## config.mk

```make
export PLATFORM = sky130hd
export DESIGN_NAME = mem_port_arbiter
export DESIGN_NICKNAME = d
export VERILOG_FILES = /design/src/rtl/mem_port_arbiter.sv
export SDC_FILE = /design/constraint.sdc
export NUM_CORES = 1
export LEC_CHECK = 0
export BUFFER_PORTS_ARGS = -buffer_cell sky130_fd_sc_hd__buf_2
export CAP_MARGIN = 20
export CORE_AREA = 2 2 232 234
export CTS_BUF_LIST = sky130_fd_sc_hd__clkbuf_4
export CTS_CLUSTER_SIZE = 28
export DETAILED_ROUTE_END_ITERATION = 6
export DIE_AREA = 0 0 234 236
export PLACE_DENSITY = 0.34
export SLEW_MARGIN = 20
export SYNTH_ARGS = -nofsm -noshare
export SYNTH_HDL_FRONTEND = slang
export SYNTH_SLANG_ARGS = --single-unit
```

## constraint.sdc

```tcl
create_clock -name clk -period 1.8 [get_ports clk]
set_input_delay 0.18 -clock clk [delete_from_list [all_inputs] [get_ports clk]]
set_output_delay 0.18 -clock clk [all_outputs]
set_load 0.02 [all_outputs]
```

## src/rtl/mem_port_arbiter.sv

```systemverilog
// mem_port_arbiter: arbitrates cpu (MEM stage) vs aux requester onto one data memory port with starvation-forced aux grants; ports: clk/reset, cpu_* request/stall/load return, aux_* request/grant/load return, mem_* memory port
module mem_port_arbiter #(
  parameter int STARVE_LIMIT = 8
) (
  input  logic        clk,
  input  logic        reset,
  input  logic        cpu_wr_en,
  input  logic        cpu_rd_en,
  input  logic [63:0] cpu_addr,
  input  logic [63:0] cpu_wr_data,
  output logic        cpu_stall,
  output logic [63:0] cpu_rd_data,
  output logic        cpu_rd_valid,
  input  logic        aux_req,
  input  logic        aux_we,
  input  logic [63:0] aux_addr,
  input  logic [63:0] aux_wr_data,
  output logic        aux_gnt,
  output logic [63:0] aux_rd_data,
  output logic        aux_rd_valid,
  output logic [63:0] mem_addr,
  output logic [63:0] mem_wr_data,
  output logic        mem_wr_en,
  output logic        mem_rd_en,
  input  logic [63:0] mem_rd_data
);
  typedef enum logic [1:0] {S_IDLE, S_CPU, S_AUX} state_t;
  state_t state;
  logic [7:0] starve_cnt;
  logic rd_issued, cpu_act, forced, cpu_gnt;
  always_comb begin
    cpu_act = !reset && (cpu_wr_en || cpu_rd_en);
    forced = !reset && aux_req && starve_cnt == 8'(STARVE_LIMIT);
    cpu_gnt = cpu_act && !forced;
    aux_gnt = !reset && aux_req && (!cpu_act || forced);
    cpu_stall = cpu_act && forced;
    mem_wr_en = cpu_gnt ? cpu_wr_en : aux_gnt && aux_we;
    mem_rd_en = cpu_gnt ? !cpu_wr_en && cpu_rd_en : aux_gnt && !aux_we;
    mem_addr = cpu_gnt ? cpu_addr : aux_gnt ? aux_addr : '0;
    mem_wr_data = cpu_gnt ? cpu_wr_data : aux_gnt ? aux_wr_data : '0;
    // last-cycle owner plus a registered read flag together form the read-owner
    cpu_rd_valid = !reset && rd_issued && state == S_CPU;
    aux_rd_valid = !reset && rd_issued && state == S_AUX;
    cpu_rd_data = cpu_rd_valid ? mem_rd_data : '0;
    aux_rd_data = aux_rd_valid ? mem_rd_data : '0;
  end
  always_ff @(posedge clk)
    if (reset) begin
      state <= S_IDLE;
      starve_cnt <= '0;
      rd_issued <= 1'b0;
    end else begin
      state <= cpu_gnt ? S_CPU : aux_gnt ? S_AUX : S_IDLE;
      rd_issued <= mem_rd_en;
      starve_cnt <= (!aux_req || aux_gnt) ? '0 :
                    starve_cnt == 8'(STARVE_LIMIT) ? starve_cnt : starve_cnt + 8'd1;
    end
endmodule
```

======== Word-level counts from Yosys, hierarchy flattened ========
Index checks and enable logic that the tools add are counted.
storage, ports and cells
  bits in registers ....................... 11
  word-level logic and storage cells ...... 41
cells by class
  $add $sub $neg .......................... 1
  eq/ne operators ......................... 3
  multiplexer cells ....................... 10
  reductions and logical operators ........ 23
operators with widths
  cell                                                 number
  two-way mux 64 bit                                   6
  logical AND 1 bit                                    12
  adder 8 x 1 -> 8 bit, second input constant          1
  equality test 8 x 4 -> 1 bit, second input constant  1
  logical NOT 1 bit                                    6
  OR reduction 2 bit                                   2
  logical OR 1 bit                                     3
  two-way mux 1 bit                                    3
  equality test 2 x 1 -> 1 bit, second input constant  1
  equality test 2 bit, second input constant           1
  two-way mux 2 bit                                    1

======== Longest topological paths before layout ========
  depth after elaboration ................. 7
  depth in mapped cells ................... 8

======== Worst setup path after synthesis ========
Ideal clock, no wire load.
  path kind ............................... register to output
  start ................................... register starve_cnt[0]
  end ..................................... output port mem_rd_en
  arrival time ............................ 2.202 ns
  slack ................................... -0.582 ns
  cell stages (with the launch flop) ...... 7
  path buffers ............................ 1
  cell sequence ........................... dfxtp_1 > inv_1 > ha_1 > or4b_1 > buf_2 > or2_1 > o311ai_0
between the ends
  cells in the longest elaborated chain, start to end .. 6
RTL lines
  element                           RTL line  source
  start, declared                   29        logic [7:0] starve_cnt;
  start signal, assigned            55        starve_cnt <= (!aux_req || aux_gnt) ? '0 :
  equality test 8 x 4 -> 1 bit (*)  33        forced = !reset && aux_req && starve_cnt == 8'(STARVE_LIMIT);
  logical AND 1 bit (*)             33
  logical OR 1 bit                  35        aux_gnt = !reset && aux_req && (!cpu_act || forced);
  logical AND 1 bit                 35
  logical AND 1 bit                 38        mem_rd_en = cpu_gnt ? !cpu_wr_en && cpu_rd_en : aux_gnt && !aux_we;
  two-way mux 1 bit (*)             38
  end, declared                     24        output logic mem_rd_en,
Mark *: on every way between the ends. The rest lies on a longest branch, timed or not.

======== Worst setup path in the final report ========
  start ................................... register starve_cnt[0]
  end ..................................... output port mem_addr[9]
between the ends
  cells in the longest elaborated chain, start to end .. 6
RTL lines
  element                           RTL line  source
  equality test 8 x 4 -> 1 bit (*)  33
  logical AND 1 bit (*)             33
  logical OR 1 bit                  35
  logical AND 1 bit                 35
  two-way mux 64 bit                39        mem_addr = cpu_gnt ? cpu_addr : aux_gnt ? aux_addr : '0;
  two-way mux 64 bit (*)            39
  end, declared                     21        output logic [63:0] mem_addr,
Marks and branches as above.

==> flow_summary.yaml <==
outcome:
  run_status: "finished with violations"
  violations: "negative setup slack"
routing:
  antenna_left: 0
  vias: 6089
  drt_wl_total_um: 29830
  via_per_inst: 3.567
  wire_per_inst_um: 17.47
  drt_iter0_markers: 269
  dr.pass1.iters: 4
  drc_errors: 0
critical_path:
  reg2reg_from: "starve_cnt[0]"
  arrival_ns: 2.27
  path_class: "flop to output pin"
  cp-end-kind: "output pin"
  reg2reg_depth: 8
  crit_fanout: 9
  reg2reg_slack_ns: -0.17
  required_ns: 1.62
  regToRegEndpoint: "rd_issued"
  critPathLaunchType: "flop"
min_path:
  hold_path.class: "primary input to flop"
  whs_path_depth: 3
  min-delay-start: "reset"
  whs_endpoint: "rd_issued"
synth:
  syn_inst: 380
  synth_edf_count: 0
  yosys.area_share.simple_pct: 32.26
  yosys_warnings: 0
  synth_cell_types: 33
  synth-async-reset-ratio_pct: 0
  avgSynthCellArea_sq_um: 7.971
  synth_flop_cell: "dfxtp_1"
  syn-num-nets: 708
  synth_compound_area_share_pct: 46.30
  synth_adder_area_share_pct: 0.8261
  synthMuxAreaShare_pct: 0
  synth-xor-area-share_pct: 0.8674
  ys_seq_area_share_pct: 7.270
  ys_ff_latch: 11
  syn_area_sq_um: 3029
  synth_top_family_by_area: "compound AO/OA/AOI/OAI gates"
sta:
  max_clock_freq_mhz: 409.0
  worst_slack_ns: -0.6451
  worst_clock_skew_ns: 0.002254
  drv_slew: 0
  final.period_utilization_pct: 135.8
  slew_headroom_pct: 70.39
  setup_tns_ns: -78.98
  rsz0062_at_grt: "yes"
  fin_crit_ns: 2.445
  tightest_slew_ns: 0.4412
  setup_viol: 149
  hold_viol_final: 0
grt:
  grt_pass1_vias: 5746
  globalRouteTotalUtil_pct: 8.803
  grt_antenna_before_repair: 10
  overflow: 0
  grt_pass1_wl_um: 35630
  grt_max_degree: 35
die:
  coreArea_sq_um: 53070
  io_pins: 588
  dieArea_sq_um: 55220
  rows: 85
  fp.dieW_um: 234
  initial_core_util_pct: 5.708
  die_y_um: 236
clock_network:
  htreeDepth: 1
  cts.sinks: 11
  clockRootBuffer: "clkbuf_4"
  cts_buffer_depth: 2
  cts_inserted_buffers: 3
  clkLatencyLatePin_ns: 0.27
  cts_tree: "done"
  path_clk_slew_ns: 0.08
placed_design:
  place_congestion: 0.7721
  portBuffers: 587
  hpwl_um: 21940
  dpl_worst_slack_ns: -0.4298
power_and_ir_drop:
  switching_share_pct: 42.94
  peakVddDrop_uv: 182.2
  p_seq_share_pct: 11.2
  pwr-share-comb_pct: 80.4
  p_int_mw: 1.293
  powerDensity_nw_per_um2: 247.5
  clkPwrFrac_pct: 8.5
  switching_power_mw: 0.9732
  leakage_nw: 4.780
  p_total_mw: 2.266
final_layout:
  layout_commonest_cell: "buf_2"
  final_cell_mix: "buf_2, buf_6, a32o_1"
  drive_above_1_share_pct: 81.65
  layout-area-overhead-vs-synth_pct: 202.3
  fin_nets: 1337
  fill_cells: 5942
flow_run:
  max_cap_violations: 0
## cells by family after synthesis
| kind of cell | Yosys count |
|---|---|
| and+or+nand+nor | 157 |
| AOI/OAI and AO/OA | 145 |
| adders and majority gates | 2 |
| DFF | 11 |
| buffers and inverters | 62 |
| xor gates and xnor gates | 3 |
## state kept, by name (all words and copies together), names as in the netlist
signal / flops
starve_cnt: 8
rd_issued: 1
state: 2
## critical path: stages, from the launching register on
cell       delay (ns)
dfxtp_2          0.33
inv_2            0.04
ha_1             0.12
or4b_4           0.50
o22ai_4          0.17
buf_12           0.16
bufbuf_16        0.29
a32o_2           0.24
buf_6            0.14
## stage by stage
stage / area, sq um / hold slack (ns) / util [%] / instances
finish: 9158 / 0.3821 / 17.26 / 1707
global route: 9155 / 0.3911 / 17.25 / 1706
CTS: 7797 / 0.3164 / 14.69 / 1677
detailed placement: 7137 / 0.5241 / 13.45 / 1659
global placement: 7137 / 0.5248 / 13.45 / 1659
floorplan: 3115 / 0.3478 / - / 380
## worst max-delay path by stage
stage                       start               to  depth (start not counted)
CTS                 starve_cnt[0]     mem_addr[51]                          8
global route        starve_cnt[0]      mem_addr[9]                          8
finish              starve_cnt[0]      mem_addr[9]                          8
detailed placement  starve_cnt[0]  mem_wr_data[38]                          8
floorplan           starve_cnt[0]     mem_addr[10]                          8
global placement    starve_cnt[0]  mem_wr_data[38]                          8
## layer usage
layer / global-route usage (%) / routed length (um) / vias to the layer above
li1: - / - / 2791
met1: 9.238 / 10410 / 2810
met2: 17.08 / 15810 / 436
met3: 1.173 / 2164 / 48
met4: 3.893 / 1411 / 4
met5: 0 / 30 / -
## what timing repair did
action,CTS,global route
cloned,6,16
setup endpoints to repair,236,237
buffers inserted,8,12
resized for setup,123,300
pin swaps,18,74
hold buffers,0,0
## synth_stat cells, types with 2 or more instances
master    instances  area, sq um
and2_1          130        813.3
a32o_1          128         1281
clkbuf_1         30        112.6
buf_6            12        135.1
dfxtp_1          11        220.2
buf_4            10        75.07
o21ai_0           7        35.03
nor2_1            6        22.52
buf_2             5        25.02
inv_1             4        15.01
nand3_1           4        20.02
or3_1             4        25.02
a21oi_1           3        15.01
ha_1              2        25.02
nand2_1           2        7.510
nor2b_1           2        12.51
nor4bb_1          2        20.02
o311ai_0          2        17.52
xor2_1            2        17.52
## area by class of cell
class                      count  area, sq um  area share [%]
timing repair buffer         682         5251           57.34
multi-input combinational    307         2756           30.10
tap                          696        870.8           9.509
sequential                    11        226.5           2.473
clock buffer                   4        30.03          0.3279
inverter                       4        15.01          0.1640
antenna                        3        7.507         0.08198
## power groups by stage
stage / clock (mW) / sequential, mW / combinational [mW]
floorplan: 0 / 0.257 / 0.695
global placement: 0 / 0.258 / 1.44
detailed placement: 0 / 0.258 / 1.43
CTS: 0.203 / 0.253 / 1.60
global route: 0.218 / 0.254 / 1.93
finish: 0.192 / 0.254 / 1.82
Power figures use the tool's default switching activity.
